<file path="src/rtl/vga_timing_rx.sv">
// VGA timing receiver: recovers col/row/active from hSync/vSync on pClk ticks and tracks lock to HTOTAL/VTOTAL.
// Outputs register one clk50 cycle after each tick; non-tick cycles freeze all state and clear the pulses.
module vga_timing_rx #(
  parameter int HBACK   = 48,
  parameter int HACTIVE = 640,
  parameter int HTOTAL  = 800,
  parameter int VBACK   = 33,
  parameter int VACTIVE = 480,
  parameter int VTOTAL  = 525
) (
  input  logic        clk50,
  input  logic        reset,
  input  logic        pClk,
  input  logic        hSync,
  input  logic        vSync,
  output logic [9:0]  col,
  output logic [8:0]  row,
  output logic        active,
  output logic        col0,
  output logic        row0,
  output logic [11:0] lineLen,
  output logic [10:0] frameLines,
  output logic        locked,
  output logic        error
);

  localparam logic [11:0] H_LO  = 12'(HBACK);
  localparam logic [11:0] H_HI  = 12'(HBACK + HACTIVE);
  localparam logic [11:0] H_TOT = 12'(HTOTAL);
  localparam logic [10:0] V_LO  = 11'(VBACK);
  localparam logic [10:0] V_HI  = 11'(VBACK + VACTIVE);
  localparam logic [10:0] V_TOT = 11'(VTOTAL);

  typedef enum logic [1:0] {UNLOCKED, ACQUIRE, LOCKED} lock_e;

  // Reset asserts asynchronously but is released on a clk50 edge.
  logic [1:0] rst_sync_q;
  logic       rst_n;

  always_ff @(posedge clk50 or negedge reset) begin
    if (!reset) rst_sync_q <= 2'b00;
    else        rst_sync_q <= {rst_sync_q[0], 1'b1};
  end

  assign rst_n = rst_sync_q[1];

  lock_e       state_q;
  logic        hs_q, vs_q, vpend_q, bad_q;
  logic [11:0] hcnt_q, hcnt_d, len_meas;
  logic [10:0] vcnt_q, vcnt_d, lines_meas;
  logic [9:0]  col_d;
  logic [8:0]  row_d;
  logic        hs_rise, vs_rise, restart, line_good, frame_good, vtot_hit, in_win;

  assign hs_rise    = hSync & ~hs_q;
  assign vs_rise    = vSync & ~vs_q;
  // A vSync edge on the same tick as the hSync edge already counts as pending.
  assign restart    = hs_rise & (vpend_q | vs_rise);
  assign len_meas   = hcnt_q + 12'd1;
  assign lines_meas = vcnt_q + 11'd1;
  assign hcnt_d     = hs_rise ? 12'd0 : ((&hcnt_q) ? hcnt_q : len_meas);
  assign vcnt_d     = restart ? 11'd0 : ((hs_rise && !(&vcnt_q)) ? lines_meas : vcnt_q);
  assign line_good  = (len_meas == H_TOT);
  assign frame_good = line_good && !bad_q && (lines_meas == V_TOT);
  assign vtot_hit   = hs_rise && !restart && (vcnt_d == V_TOT);
  assign in_win     = (hcnt_d >= H_LO) && (hcnt_d < H_HI) && (vcnt_d >= V_LO) && (vcnt_d < V_HI);
  assign col_d      = 10'(hcnt_d - H_LO);
  assign row_d      = 9'(vcnt_d - V_LO);

  always_ff @(posedge clk50 or negedge rst_n) begin
    if (!rst_n) begin
      state_q    <= UNLOCKED;
      hs_q       <= 1'b1;
      vs_q       <= 1'b1;
      vpend_q    <= 1'b0;
      bad_q      <= 1'b0;
      hcnt_q     <= 12'hFFF;
      vcnt_q     <= 11'h7FF;
      col        <= '0;
      row        <= '0;
      active     <= 1'b0;
      col0       <= 1'b0;
      row0       <= 1'b0;
      lineLen    <= '0;
      frameLines <= '0;
      locked     <= 1'b0;
      error      <= 1'b0;
    end else if (pClk) begin
      hs_q   <= hSync;
      vs_q   <= vSync;
      hcnt_q <= hcnt_d;
      vcnt_q <= vcnt_d;
      active <= in_win;
      col    <= in_win ? col_d : '0;
      row    <= in_win ? row_d : '0;
      col0   <= in_win && (col_d == '0);
      row0   <= in_win && (col_d == '0) && (row_d == '0);
      error  <= 1'b0;
      if (hs_rise) lineLen <= len_meas;
      if (restart) begin
        frameLines <= lines_meas;
        vpend_q    <= 1'b0;
        bad_q      <= 1'b0;
      end else begin
        if (vs_rise) vpend_q <= 1'b1;
        if (hs_rise && !line_good) bad_q <= 1'b1;
      end
      // The line ending on the restart edge belongs to the frame being judged.
      if (hs_rise) begin
        case (state_q)
          UNLOCKED: if (restart && frame_good) state_q <= ACQUIRE;
          ACQUIRE: if (restart) begin
            state_q <= frame_good ? LOCKED : UNLOCKED;
            locked  <= frame_good;
          end
          LOCKED: if (!line_good || vtot_hit || (restart && !frame_good)) begin
            state_q <= UNLOCKED;
            locked  <= 1'b0;
            error   <= 1'b1;
          end
          default: begin
            state_q <= UNLOCKED;
            locked  <= 1'b0;
          end
        endcase
      end
    end else begin
      col0  <= 1'b0;
      row0  <= 1'b0;
      error <= 1'b0;
    end
  end

endmodule

</file>
<file path="config.mk">
export PLATFORM = sky130hd
export DESIGN_NAME = vga_timing_rx
export DESIGN_NICKNAME = d
export VERILOG_FILES = /design/src/rtl/vga_timing_rx.sv
export SDC_FILE = /design/constraint.sdc
export NUM_CORES = 1
export LEC_CHECK = 0
export ABC_AREA = 1
export ABC_CLOCK_PERIOD_IN_PS = 2500
export CORE_ASPECT_RATIO = 0.75
export CORE_MARGIN = 2
export CORE_UTILIZATION = 42
export CTS_BUF_LIST = sky130_fd_sc_hd__clkbuf_4 sky130_fd_sc_hd__clkbuf_8 sky130_fd_sc_hd__clkbuf_16
export DETAILED_ROUTE_END_ITERATION = 8
export SKIP_CTS_REPAIR_TIMING = 1
export SLEW_MARGIN = 20
export SYNTH_ARGS = -nofsm -noshare
export SYNTH_HDL_FRONTEND = slang
export SYNTH_SLANG_ARGS = --single-unit
</file>
<file path="constraint.sdc">
create_clock -name clk50 -period 2.5 [get_ports clk50]
set_clock_uncertainty 0.15 [all_clocks]
set_input_delay 0.25 -clock clk50 [delete_from_list [all_inputs] [get_ports clk50]]
set_output_delay 0.25 -clock clk50 [all_outputs]
set_load 0.005 [all_outputs]
</file>
==> metrics, run 1 <==
vias=4821; critical path's largest stage delay=0.61 ns; most common cell after layout, fill and taps aside=nand2_1; biggest area consumer among synthesized cells=dfrtp_1; FFs w/ async S/R, synth=1.00; Pleak=3.40 nW; Avg WL per Cell=14.6 um; worst setup margin=-0.213 ns; crit path max fanout=7; Peak supply drop=0.000334 V; core outline area=11000 um^2; synthesized cell area=4740 um^2; grt total ovfl=0; Final ANT Viol Nets=0; Final #Nets=830; CP bufs+invs=1; Syn Area/Cell=7.43 um^2; final hold violations=0; violated checks=negative setup slack; number of global-route vias before repair=4303; register area share after synthesis=0.418; die width=127 um; post-synth top area share=0.280; root buffer cell=clkbuf_16; fin crit period=2.71 ns; fin. max-slew vios=0; RD Place Congestion=0.938; CTS tree=yes; initial DRC count=374; Worst EP required=2.62 ns; share of post-route cells with drive strength above 1=0.338; EDFF count, synth=0; initial core utilization=0.432; DP HPWL=10200 um; cell area power density=670 nW/um^2; Buffers on Ports=51; placed cell count=926; Via density=5.01; first drt pass iteration count=5; commonest non-fill, non-tap cells in the layout=187 x nand2_1, 131 x buf_4, 64 x inv_1; FMAX=0.369 GHz; Total GRT Usage=0.227; largest net degree at the start of global routing=53; Fillers=959; post-synthesis compound-gate area fraction=0.0963; Final Instance Area=6950 um^2; Synth Area in Simple Gates=0.373; htree depth=3; Least-Margin Pin Slew=0.546 ns; CP delay by family, top=simple AND/OR/NAND/NOR gates; Slowest-stage cell, CP=dfstp_2; DR DRC count=0; CTS buffer count=9; Die Span Y=96.0 um; Total Wirelength=14100 um; die area=12200 um^2; CTS Sinks=78; Yosys warning total=0; CP Cell Sequence=ha_4 > nand2_4 > nor2_4 > buf_4 > nand2_1 > o21ai_2 > nand3_1 > nand2_1 > nand3_1 > nor2_2 > nand2_2 > a21oi_4 > nand4_1 > nor2_1; max_cap viols=0; distinct cell type count after synthesis=41; Synth Area in Adders=0.0185; initial antenna violation count=0; #FFs+latches synth=78; Tcrit/Tclk final=1.09; RSZ-0062 raised after global routing=yes; post-synth net total=650; top cells by area in the synthesized netlist=dfrtp_1 28%, nand2_1 16%, dfstp_2 14%, inv_1 5.4%, nand3_1 5.3%; endpoint class of the critical path=register; critical setup path kind=reg -> reg; startpoint types=register; Skew-Pair Late Insertion Delay=0.34 ns; status=finished with violations; cell count after synthesis=638; first-pass GRT wire length=21600 um; clk buf depth=2; largest family of logic cells by synthesized area=simple AND/OR/NAND/NOR gates; Top Ports=52; Hold Path Class=reg -> async; area grow syn2layout=46.5%; Clock transition at path regs=0.06 ns; Rows=33; mux cell area share after synthesis=0; Arrival @ worst endpoint=2.83 ns; Final setup viols=25; ANT cells=0; Finished Layout Cells=963; Main synth FF type=dfrtp_1; XOR/XNOR share of the synthesized area=0.00369; Max-Slew Margin vs Limit=0.636; Placed Area=6240 um^2
-- final timing paths --
path | startpoint | to | slack (ns) | cells past startpoint
setup / recovery | hcnt_q[0] | row0 | -0.21 | 14
hold / removal | rst_sync_q[1] | lineLen[7] | 0.10 | 0
setup reg to reg | hcnt_q[0] | row0 | -0.21 | 14
hold reg to reg | rst_sync_q[1] | lineLen[7] | 0.10 | 0
max in group asynchronous | rst_sync_q[1] | vcnt_q[10] | 1.41 | 1
min in group clk50 | rst_sync_q[0] | rst_sync_q[1] | 0.20 | 0
-- registers in the layout, summed over array words and instances, names as in the netlist --
signal and cells:
col 10, vpend_q 1, state_q 2, row 9, error 1, frameLines 11, vcnt_q 11, locked 1
vs_q 1, hs_q 1, lineLen 12, bad_q 1, rst_sync_q 2, col0 1, row0 1, active 1
hcnt_q 12
-- where the power goes --
part           switching [mW]  leakage (nW)  internal [mW]
Combinational           0.858          2.27          0.756
Sequential              0.126         0.968           1.47
Clock                   0.551         0.157          0.900
Total                    1.53          3.40           3.12
-- synth_stat cells (2+ instances only) --
master and count:
nand2_1 204, inv_1 68, dfrtp_1 53, nand3_1 50
o21ai_0 49, nor2_1 45, nand4_1 28, dfstp_2 25
a21oi_1 16, clkbuf_1 11, nand2_2 10, ha_1 7
nor3_1 7, inv_2 6, nor2_4 6, nand3_4 5
nor2_2 5, o21ai_2 5, nand2_4 4, nand3_2 4
buf_6 3, a21oi_2 2, a31oi_1 2, and2_1 2
buf_4 2, clkbuf_8 2, o211ai_1 2, o21ai_1 2
-- stage by stage --
step                      setup TNS (ns)  hold WS [ns]  total power, mW  worst slack (ns)  utilization
after floorplan                    -1.04        -0.196             2.34           -0.0739            -
after CTS                          -5.68       -0.0832             4.53            -0.305        0.597
after detailed placement           -4.87         0.124             3.07            -0.281        0.568
final                              -3.92         0.104             4.66            -0.213        0.633
after global routing               -7.18         0.161             4.92            -0.356        0.633
after global placement             -4.00         0.126             3.05            -0.235        0.568
-- layout make-up --
type | count | area [um^2] | share of cell area
clock buffers | 11 | 240 | 0.0346
clock inverters | 5 | 81.3 | 0.0117
inverters | 74 | 283 | 0.0407
multi-input cells | 466 | 2590 | 0.373
flip-flops and latches | 78 | 1980 | 0.286
well taps | 140 | 175 | 0.0252
repair buffers | 189 | 1590 | 0.229
-- kinds of logic (layout without fill, tap and decap cells) --
family,after synthesis,count (layout)
buffers and inverters,95,279
AO/OA/AOI/OAI,81,81
flip-flops,78,78
AND/OR/NAND/NOR,374,375
adder cells (fa/ha/maj),7,7
XOR/XNOR,2,2
other,1,1
-- metal layers --
layer  global-route usage  wire [um]
met1                0.353       7250
met2                0.325       5840
met3               0.0428        858
met4               0.0522        137
met5                    0          0
No activity file was read; power rests on OpenSTA's default activity.
==> run 2: changes to the inputs <==
--- a/config.mk
+++ b/config.mk
@@ -9,7 +9,7 @@
 export ABC_CLOCK_PERIOD_IN_PS = 2500
 export CORE_ASPECT_RATIO = 0.75
 export CORE_MARGIN = 2
-export CORE_UTILIZATION = 42
+export CORE_UTILIZATION = 30
 export CTS_BUF_LIST = sky130_fd_sc_hd__clkbuf_4 sky130_fd_sc_hd__clkbuf_8 sky130_fd_sc_hd__clkbuf_16
 export DETAILED_ROUTE_END_ITERATION = 8
 export SKIP_CTS_REPAIR_TIMING = 1
==> run 2 against run 1 <==
  * The flow still finishes with violations (negative setup slack)
  * Worst setup slack better by 0.048 ns
  * Final cell count is 7.6% higher
  * Non-clock buffer count grew 8
  * First-iteration DRC count shrank 2.7%
  * Sequential cell count unchanged
  * Sequential share of layout area fell by 0.91 points
  * Sequential power hardly changed
  * Count of clock-buffer cells in the layout is 1 higher
  * Fmax grew 1.8%
  * Via count shrank 0.35%
==> metrics, run 2 (synthesis results as in run 1) <==
status=finished with violations; violated checks=negative setup slack; ANT cells=0 (unchanged); CTS buffer count=9 (unchanged); DR DRC count=0 (unchanged); Peak supply drop=0.000390 V (+17%); Clock transition at path regs=0.06 ns (about the same); Die Span Y=113 um (+18%); Arrival @ worst endpoint=2.79 ns (-0.04 ns); grt total ovfl=0 (unchanged); global routing usage on met1=0.286 (-0.0671); Final ANT Viol Nets=0 (unchanged); Top Ports=52 (unchanged); Buffers on Ports=51 (unchanged); placed cell count=1004 (+8.4%); Least-Margin Pin Slew=0.514 ns (-0.0320 ns); RSZ-0062 raised after global routing=yes; Tcrit/Tclk final=1.07 (-0.0193); startpoint types=register; root buffer cell=clkbuf_16; first drt pass iteration count=5 (unchanged); Final #Nets=838 (+0.96%); CTS Sinks=78 (unchanged); most common cell after layout, fill and taps aside=nand2_1; final hold slack=0.149 ns (+0.0451 ns); area grow syn2layout=51.5%; FMAX=0.375 GHz (+1.8%); die width=149 um (+18%); Max-Slew Margin vs Limit=0.658 (+0.0213); cell area power density=659 nW/um^2 (-1.7%); vias=4804 (-0.35%); clk buf depth=2 (unchanged); GRT busiest layer=met1; Skew-Pair Late Insertion Delay=0.34 ns (about the same); max_cap viols=0 (unchanged); Hold Path Class=reg -> async; met2 global-route usage=0.219 (-0.106); Placed Area=6420 um^2 (+2.9%); Pleak=3.45 nW (+1.6%); endpoint class of the critical path=register; initial core utilization=0.310 (-0.122); Rows=39 (+18%); critical setup path kind=reg -> reg; htree depth=3 (unchanged); core outline area=15300 um^2 (+40%); Worst EP required=2.63 ns (about the same); crit path max fanout=7 (unchanged); Final Instance Area=7190 um^2 (+3.4%); Avg WL per Cell=13.9 um (-4.8%); share of post-route cells with drive strength above 1=0.363 (+0.0256); die area=16800 um^2 (+38%); Layout Utilization=0.469 (-0.164); Total GRT Usage=0.171 (-0.0561); fin crit period=2.66 ns (-0.0483 ns); initial antenna violation count=0 (unchanged); RD Place Congestion=0.916 (-2.4%); Finished Layout Cells=1036 (+7.6%); grt met3 use=0.0339 (-0.00893); largest net degree at the start of global routing=44 (-17%); Total Wirelength=14400 um (+2.4%); DP HPWL=10600 um (+3.8%); Power, Total=4.73 mW (+1.7%); final hold violations=0 (unchanged); first-pass GRT wire length=22700 um (+5.0%); commonest non-fill, non-tap cells in the layout=179 x nand2_1, 135 x buf_4, 61 x inv_1; worst setup margin=-0.164 ns (+0.0483 ns); CTS tree=yes; Final setup viols=25 (unchanged); initial DRC count=364 (-2.7%); Via density=4.64 (-7.4%); fin. max-slew vios=0 (unchanged); number of global-route vias before repair=4373 (+1.6%); largest registers=hcnt_q (12), lineLen (12)
==> run 2: cell types whose count changed in the layout (fill, tap and decap cells not counted), sizes merged <==
cell      delta
buf          +8
clkbuf       +1
clkinv       +2
clkinvlp     -1
inv          -2
==> run 2: layout make-up <==
class | count | area [um^2]
Fill cell | 1513 | 8130
Timing Repair Buffer | 197 | 1660
Clock inverter | 4 | 73.8
Tap cell | 205 | 256
Sequential cell | 78 | 1990
Inverter | 74 | 284
Clock buffer | 12 | 248
Multi-Input combinational cell | 466 | 2680
==> run 2: power by group <==
| group | switching (mW) | leakage, nW | internal (mW) |
|---|---|---|---|
| sequential | 0.126 | 0.968 | 1.47 |
| clock | 0.542 | 0.161 | 0.909 |
| combinational | 0.900 | 2.32 | 0.789 |
==> run 2: worst paths after layout <==
kind                                from  slack [ns]  cells after the start             to
max                            hcnt_q[0]       -0.16                     19         row[2]
min                        rst_sync_q[1]        0.15                      0         col[5]
max reg2reg                    hcnt_q[0]       -0.16                     19         row[2]
min reg2reg                rst_sync_q[1]        0.15                      0         col[5]
max in group asynchronous  rst_sync_q[1]        1.39                      1      vcnt_q[1]
min in group clk50         rst_sync_q[0]        0.21                      0  rst_sync_q[1]
==> run 2: layer usage <==
metal	vias up	wire, um
met3	15	891
li1	2446	-
met1	2189	7970
met2	154	5420
met4	0	153
met5	-	0
==> run 2: critical path, stage by stage (launching register included) <==
cell	delay [ns]
dfstp_2	0.59
ha_4	0.16
nand2_4	0.07
nor2_4	0.18
inv_2	0.08
nand2_4	0.09
nand2_4	0.05
nand2_2	0.07
inv_2	0.05
ha_4	0.16
inv_4	0.06
nand2_2	0.05
nand2_1	0.06
nand3_1	0.06
nand2_1	0.08
nand2_2	0.06
a21oi_4	0.20
buf_4	0.16
nand4_1	0.11
nand2_1	0.09
==> run 2: metrics by stage <==
| stage | setup WS [ns] | setup TNS, ns |
|---|---|---|
| finish | -0.164 | -3.06 |
| global route | -0.349 | -7.79 |
| CTS | -0.259 | -4.83 |
| detailed placement | -0.216 | -3.87 |
| global placement | -0.164 | -2.84 |
| floorplan | -0.0739 | -1.04 |
